===== src/rtl/ascon_pack.sv =====
// Shared ASCON definitions: finalization FSM states and the widths and round
// counts used by the tag sequencing logic.
package ascon_pack;

    localparam int TAG_W        = 128;
    localparam int ROUNDS_FINAL = 12;
    localparam int WORD_W_DEF   = 32;

    typedef enum logic [2:0] {
        IDLE    = 3'd0,
        KEY_PRE = 3'd1,
        START   = 3'd2,
        WAIT    = 3'd3,
        LOAD    = 3'd4,
        OUT     = 3'd5,
        CHECK   = 3'd6,
        DONE    = 3'd7
    } fin_state_t;

endpackage


===== src/rtl/tag_ctrl.sv =====
// ASCON-128 finalization sequencer: key XORs around a p12 call, tag load,
// then either word-wise tag emission (encrypt) or tag comparison (decrypt).
module tag_ctrl
    import ascon_pack::*;
#(
    parameter int WORD_W    = WORD_W_DEF,    // 32 or 64
    parameter int NB_ROUNDS = ROUNDS_FINAL
) (
    input  logic              clock_i,
    input  logic              resetb_i,
    input  logic              final_start_i,
    input  logic              decrypt_i,
    input  logic              abort_i,
    output logic              xor_key_pre_o,
    output logic              perm_start_o,
    output logic [3:0]        perm_rounds_o,
    input  logic              perm_done_i,
    output logic              xor_key_post_o,
    output logic              en_tag_o,
    input  logic [TAG_W-1:0]  tag_i,
    input  logic [TAG_W-1:0]  tag_ref_i,
    output logic [WORD_W-1:0] tag_word_o,
    output logic              tag_valid_o,
    input  logic              tag_ready_i,
    output logic              auth_ok_o,
    output logic              busy_o,
    output logic              done_o
);

    localparam int NB_WORDS = TAG_W / WORD_W;
    localparam int CNT_W    = $clog2(NB_WORDS);

    fin_state_t        state_q, state_d;
    logic [CNT_W-1:0]  cnt_q;
    logic              decrypt_q;
    logic              auth_ok_q;
    logic              cnt_last;
    logic              transfer;
    logic [WORD_W-1:0] tag_words [NB_WORDS];

    // Word 0 is the most significant slice of the tag.
    for (genvar i = 0; i < NB_WORDS; i++) begin : g_words
        assign tag_words[i] = tag_i[TAG_W-1-i*WORD_W -: WORD_W];
    end

    assign cnt_last = (cnt_q == CNT_W'(NB_WORDS - 1));
    assign transfer = (state_q == OUT) && tag_ready_i;

    always_comb begin
        // NOTE: default assigned first so no path through the case leaves
        // state_d unassigned, which would otherwise infer a latch.
        state_d = state_q;
        unique case (state_q)
            IDLE:    if (final_start_i) state_d = KEY_PRE;
            KEY_PRE: state_d = START;
            START:   state_d = WAIT;
            WAIT:    if (perm_done_i) state_d = LOAD;
            LOAD:    state_d = decrypt_q ? CHECK : OUT;
            OUT:     if (transfer && cnt_last) state_d = DONE;
            CHECK:   state_d = DONE;
            DONE:    state_d = IDLE;
            default: state_d = IDLE;
        endcase
        // Abort wins over everything, including a start seen in IDLE.
        if (abort_i) state_d = IDLE;
    end

    // NOTE: all sequential state uses non-blocking assignments so every
    // register samples the pre-edge values of the others.
    always_ff @(posedge clock_i or negedge resetb_i) begin
        if (!resetb_i) begin
            state_q <= IDLE;
        end else begin
            state_q <= state_d;
        end
    end

    always_ff @(posedge clock_i or negedge resetb_i) begin
        if (!resetb_i) begin
            cnt_q     <= '0;
            decrypt_q <= 1'b0;
            auth_ok_q <= 1'b0;
        end else if (abort_i) begin
            cnt_q     <= '0;
            auth_ok_q <= 1'b0;
        end else begin
            unique case (state_q)
                IDLE: begin
                    if (final_start_i) begin
                        decrypt_q <= decrypt_i;
                        auth_ok_q <= 1'b0;
                    end
                end
                OUT: begin
                    if (transfer) cnt_q <= cnt_last ? '0 : cnt_q + 1'b1;
                end
                CHECK:   auth_ok_q <= (tag_i == tag_ref_i);
                default: ;
            endcase
        end
    end

    assign xor_key_pre_o  = (state_q == KEY_PRE);
    assign perm_start_o   = (state_q == START);
    assign perm_rounds_o  = perm_start_o ? 4'(NB_ROUNDS) : 4'd0;
    assign xor_key_post_o = (state_q == LOAD);
    assign en_tag_o       = (state_q == LOAD);
    assign tag_valid_o    = (state_q == OUT);
    assign tag_word_o     = tag_valid_o ? tag_words[cnt_q] : '0;
    assign auth_ok_o      = auth_ok_q;
    assign busy_o         = (state_q != IDLE);
    assign done_o         = (state_q == DONE);

endmodule


===== config.mk =====
export PLATFORM = sky130hd
export DESIGN_NAME = tag_ctrl
export DESIGN_NICKNAME = d
export VERILOG_FILES = /design/src/rtl/ascon_pack.sv /design/src/rtl/tag_ctrl.sv
export SDC_FILE = /design/constraint.sdc
export NUM_CORES = 1
export LEC_CHECK = 0
export BUFFER_PORTS_ARGS = -buffer_cell sky130_fd_sc_hd__buf_2
export CORE_AREA = 2 2 118 120
export DETAILED_ROUTE_END_ITERATION = 10
export DIE_AREA = 0 0 120 122
export PLACE_DENSITY = 0.67
export SYNTH_ARGS = -nofsm -noshare
export SYNTH_HDL_FRONTEND = slang
export SYNTH_SLANG_ARGS = --single-unit
export TNS_END_PERCENT = 100

===== constraint.sdc =====
create_clock -name clock_i -period 2.2 [get_ports clock_i]
set_input_delay 0.44 -clock clock_i [delete_from_list [all_inputs] [get_ports clock_i]]
set_output_delay 0.44 -clock clock_i [all_outputs]
set_load 0.02 [all_outputs]

Word-level counts from Yosys, hierarchy flattened
Index checks and enable logic that the tools add are counted.
W data, S select, Z words.

cells by class
  $add $sub $neg = 1
  magnitude comparators = 1
  equal/unequal tests = 12
  mux-type cells = 18
  bitwise logic cells = 2
  reduce and logical (&&, ||, !) cells = 11

operator list
  kind                   count
  $eq A128 B128 Y1       1
  $mux W32               3
  $bmux W32 S2           1
  $pmux W3 S8            1
  $eq A3 B3 Y1 const B   4
  $mux W3                4
  $mux W2                5
  $eq A3 B2 Y1 const B   2
  $ne A3 B3 Y1 const B   2
  $reduce_and A3 Y1      2
  $reduce_bool A3 Y1     2
  $mux W4                1
  $reduce_and A2 Y1      2
  $reduce_bool A2 Y1     2
  $eq A3 B1 Y1 const B   1
  $ge A3 B3 Y1 const B   1
  $logic_not A3 Y1       1
  $ne A3 B2 Y1 const B   1
  $not A2 Y3             1
  $add A2 B1 Y2 const B  1
  $eq A2 B2 Y1 const B   1
  $logic_and A1 B1 Y1    2
  $mux W1                2
  $pmux W1 S2            1
  $not A1 Y1             1

word-level totals
  bits in registers = 7
  bits of input ports = 263
  output and inout port bits = 44
  logic and storage cells = 49

Logic depth before layout (Yosys ltp)
  word-level depth = 6
  depth in mapped cells = 6
  depth with buffers taken out = 6

Worst setup path after synthesis
No wires, ideal clock.

  kind = register to output
  start point = reg cnt_q[0]
  end point = out tag_word_o[10]
  data arrival time = 1.523 ns
  data required time = 1.760 ns
  slack = 0.237 ns
  stages on the path, launching flop included = 5
  path buffers = 2
  path through = dfrtp_1 > buf_4 > buf_2 > mux4_2 > and2_1

between the ends
  cells in the longest elaborated chain, start to end = 5

RTL lines
  what                                          line             text
  start: declaration                            tag_ctrl.sv:34   logic [CNT_W-1:0] cnt_q;
  start signal: assignment                      tag_ctrl.sv:95   if (transfer) cnt_q <= cnt_last ? '0 : cnt_q + 1'b1;
  $not A2 Y3 (implied by the code)              tag_ctrl.sv:109  assign tag_word_o = tag_valid_o ? tag_words[cnt_q] : '0;
  $bmux W32 S2                                  tag_ctrl.sv:109
  $mux W32 (implied by the code) (2 in series)  tag_ctrl.sv:109
  $mux W32                                      tag_ctrl.sv:109
  end: declaration                              tag_ctrl.sv:22   output logic [WORD_W-1:0] tag_word_o,

No other way between the ends. The select of a mux whose other input is x is not followed.

Worst setup path after layout
  start point = reg cnt_q[0]
  end point = out tag_word_o[29]

The elaborated chain is that of the path after synthesis.

==> reports/metrics.csv <==
stage,metric,value,unit
cells_and_area,final_cell_mix,"buf_2 (304), inv_1 (47), xor2_1 (46)",
routing,ant_nets,0,
routing,routed_wl,17650,um
grt,grt_start_max_net_pins,35,
placed_design,place_worst_setup_slack,0.1347,ns
worst_setup_path,ff2ff_path_depth,5,
worst_setup_path,end_kind,output pin,
routing,firstDrtPassIters,7,
timing,finalHoldViolCount,0,
worst_setup_path,reg2reg_slack,0.50,ns
cells_and_area,areaGrowthSynthToFinish,60.69,%
timing,slew_headroom,0.4448,
floorplanning,coreArea,13500,um^2
placed_design,place.port_buffers,304,
logic_synthesis,ys_async_sr_fraction,1.000,
cts,postCtsHoldBufs,0,
cts,htree_levels,1,
outcome,status,"finished, final reports clean",
power_and_ir_drop,ir_drop,161.7,uV
logic_synthesis,synth_compound_gate_area_share,0.1321,
logic_synthesis,synthTopCellsByArea,"mux4_2 (23%), xor2_1 (13%), xnor2_1 (10%)",
timing,fin_crit,2.166,ns
cts,cts_tree,built,
placed_design,routabilityCongestion,0.9287,
cts,postCtsSetupRepairBufs,0,
logic_synthesis,netlist_instances,359,
cts,cts.sinks,7,
logic_synthesis,synth_top_family_by_area,multiplexers,
timing,setup_violations,0,
timing,worst_slack,0.03447,ns
worst_setup_path,critical-path-slowest-cell,mux4_2,
cts,cts_max_path_buffers,2,
grt,grt_pass1_wl,24380,um
cts,post_cts.resized_instances,1,
logic_synthesis,synth_area_per_cell,8.441,um^2
cells_and_area,n_antenna_cell,0,
logic_synthesis,synth_simple_gate_area_frac,0.2291,
timing,slew_violations,0,
worst_setup_path,critPathArrivalTime,1.73,ns
placed_design,post-place-cells,832,
routing,num_vias,4141,
grt,track_usage,0.2292,
worst_setup_path,max_stage_delay,0.50,ns
cells_and_area,final_common_cell,buf_2,
logic_synthesis,yosys.area.top_type_share,0.2304,
floorplanning,die_y,122,um
worst_setup_path,path_class,register to output pin,
power_and_ir_drop,power_density,254.6,nW/um^2
logic_synthesis,synth_cell_types,43,
timing,fin_crit_sh,0.9843,
cts,clockRootBuffer,clkbuf_16,
timing,clock_skew,0.0006464,ns
grt,grt_antenna_before_repair,0,
logic_synthesis,yosysWarnings,0,
timing,clock.fmax,461.8,MHz
logic_synthesis,ys_seq_area_frac,0.05780,
routing,wl_per_cell,21.11,um
logic_synthesis,synth_seq_cells,7,
cells_and_area,final_nets,921,
floorplanning,row_count,43,
worst_hold_path,worstHoldPathType,input pin to asynchronous set/reset pin,
job,maxCapViolCount,0,
worst_setup_path,required,1.76,ns
floorplanning,die_w,120,um
logic_synthesis,synth_flop_cell,dfrtp_1,
worst_setup_path,critPathLaunchType,register,
cells_and_area,layout-drive-gt1-share,0.5366,
floorplanning,initial_utilization,0.2244,
worst_setup_path,worst-path-buf-inv,2,
timing,worst_pin_slew,0.8118,ns
floorplanning,die_area,14640,um^2
grt,grt_pass1_vias,4191,
routing,viasPerCell,4.953,
cts,cts_made_buffers,3,
logic_synthesis,muxShareOfSynthArea,0.2461,
routing,drc,0,
timing,rsz0062_at_grt,yes,
power_and_ir_drop,leakagePower,2.475,nW
logic_synthesis,synth_fa_ha_area_frac,0.004129,
worst_setup_path,path_cells,buf_12 -> mux4_2 -> and2_1 -> buf_2,
floorplanning,io_pins,307,
logic_synthesis,synth-xor-area-share,0.2341,
logic_synthesis,synth_edf_count,0,
logic_synthesis,synthesis.area,3030,um^2
routing,drt_iter0_drc,250,
placed_design,hpwl,15770,um
worst_setup_path,cp_top_family,multiplexers,
logic_synthesis,synth_top_area_cell,mux4_2,
worst_setup_path,cp_max_fo,16,
worst_setup_path,cp_num_cells,4,
cts,clk_latency,0.24,ns
cells_and_area,final_cells,836,
grt,grt_overflow_total,0,
cts,clkTransAtPathRegs,0.04,ns
==> kinds of logic after synthesis <==
logic type	count (synthesis)
AO/OA/AOI/OAI	52
XOR/XNOR	81
adder cells (fa/ha/maj)	1
buffers and inverters	68
flip-flops	7
multiplexers	34
other	1
AND/OR/NAND/NOR	115
==> cell usage after synthesis, types with 2 or more instances <==
cell type,number
nand3_1,2
nor2b_1,14
nand2_1,8
a2111oi_2,3
nand2b_1,3
a2111oi_0,2
dfrtp_1,7
and3b_1,2
buf_4,7
xor2_1,46
buf_2,6
mux4_2,31
inv_1,47
o2bb2ai_1,6
and4_1,3
nor3b_1,2
xnor2_1,35
nand4_1,15
and2_1,33
nor3_1,4
a21oi_1,6
nor4_1,18
a221oi_1,5
a22oi_1,3
o22ai_1,15
a22o_1,6
nor2_1,7
clkbuf_1,8
==> sequential cells by signal, summed over array words and instances (netlist names) <==
signal,cells
state_q,3
cnt_q,2
auth_ok_o,1
decrypt_q,1
==> stage by stage <==
stage,utilization,area (um^2),hold slack [ns],TNS [ns],total power [mW]
detailed placement,0.3545,4787,0.2985,0,0.9155
floorplan,-,3034,0.1444,0,0.4742
CTS,0.3606,4870,0.05114,0,1.242
global route,0.3606,4870,0.05492,-0.03071,1.309
finish,0.3606,4870,0.04584,0,1.240
global placement,0.3545,4787,0.3037,0,0.9102
==> report_power, final <==
part           leakage, nW  switching, mW  internal, mW  total, mW
clock               0.0382         0.0811         0.242      0.323
combinational         2.34          0.390         0.376      0.767
sequential          0.0925         0.0103         0.139      0.150
==> final cells by class <==
class                           instances  area (um^2)
Fill cell                            1491         8635
Timing Repair Buffer                  313         1643
Sequential cell                         7        176.4
Clock buffer                            4        78.83
Inverter                               47        176.4
Tap cell                              180        225.2
Multi-Input combinational cell        285         2570
==> worst register-to-register path, cell delays in order (launching register included) <==
cell     delay (ns)
dfrtp_1        0.47
and3b_1        0.29
nand4_1        0.15
nor4_1         0.43
nand4_1        0.15
o21ai_1        0.14
==> metal layers <==
layer | up-vias | GRT usage | share of wire
met5 | - | 0 | 0
met4 | 0 | 0.06691 | 0.028
met3 | 28 | 0.02341 | 0.081
met2 | 271 | 0.4162 | 0.49
met1 | 1938 | 0.2861 | 0.40
li1 | 1904 | - | -
==> path summary, 6_finish.rpt <==
path                                   startpoint               endpoint
min in group clock_i                    decrypt_i  decrypt_q$_DFFE_PN0P_
max                          cnt_q[0]$_DFFE_PN0P_         tag_word_o[29]
max in group asynchronous                resetb_i   cnt_q[0]$_DFFE_PN0P_
min reg2reg                 auth_ok_o$_DFFE_PN0P_  auth_ok_o$_DFFE_PN0P_
max reg2reg                state_q[0]$_DFFE_PN0P_  auth_ok_o$_DFFE_PN0P_
min                                      resetb_i  decrypt_q$_DFFE_PN0P_
No activity file was read; power rests on OpenSTA's default activity.
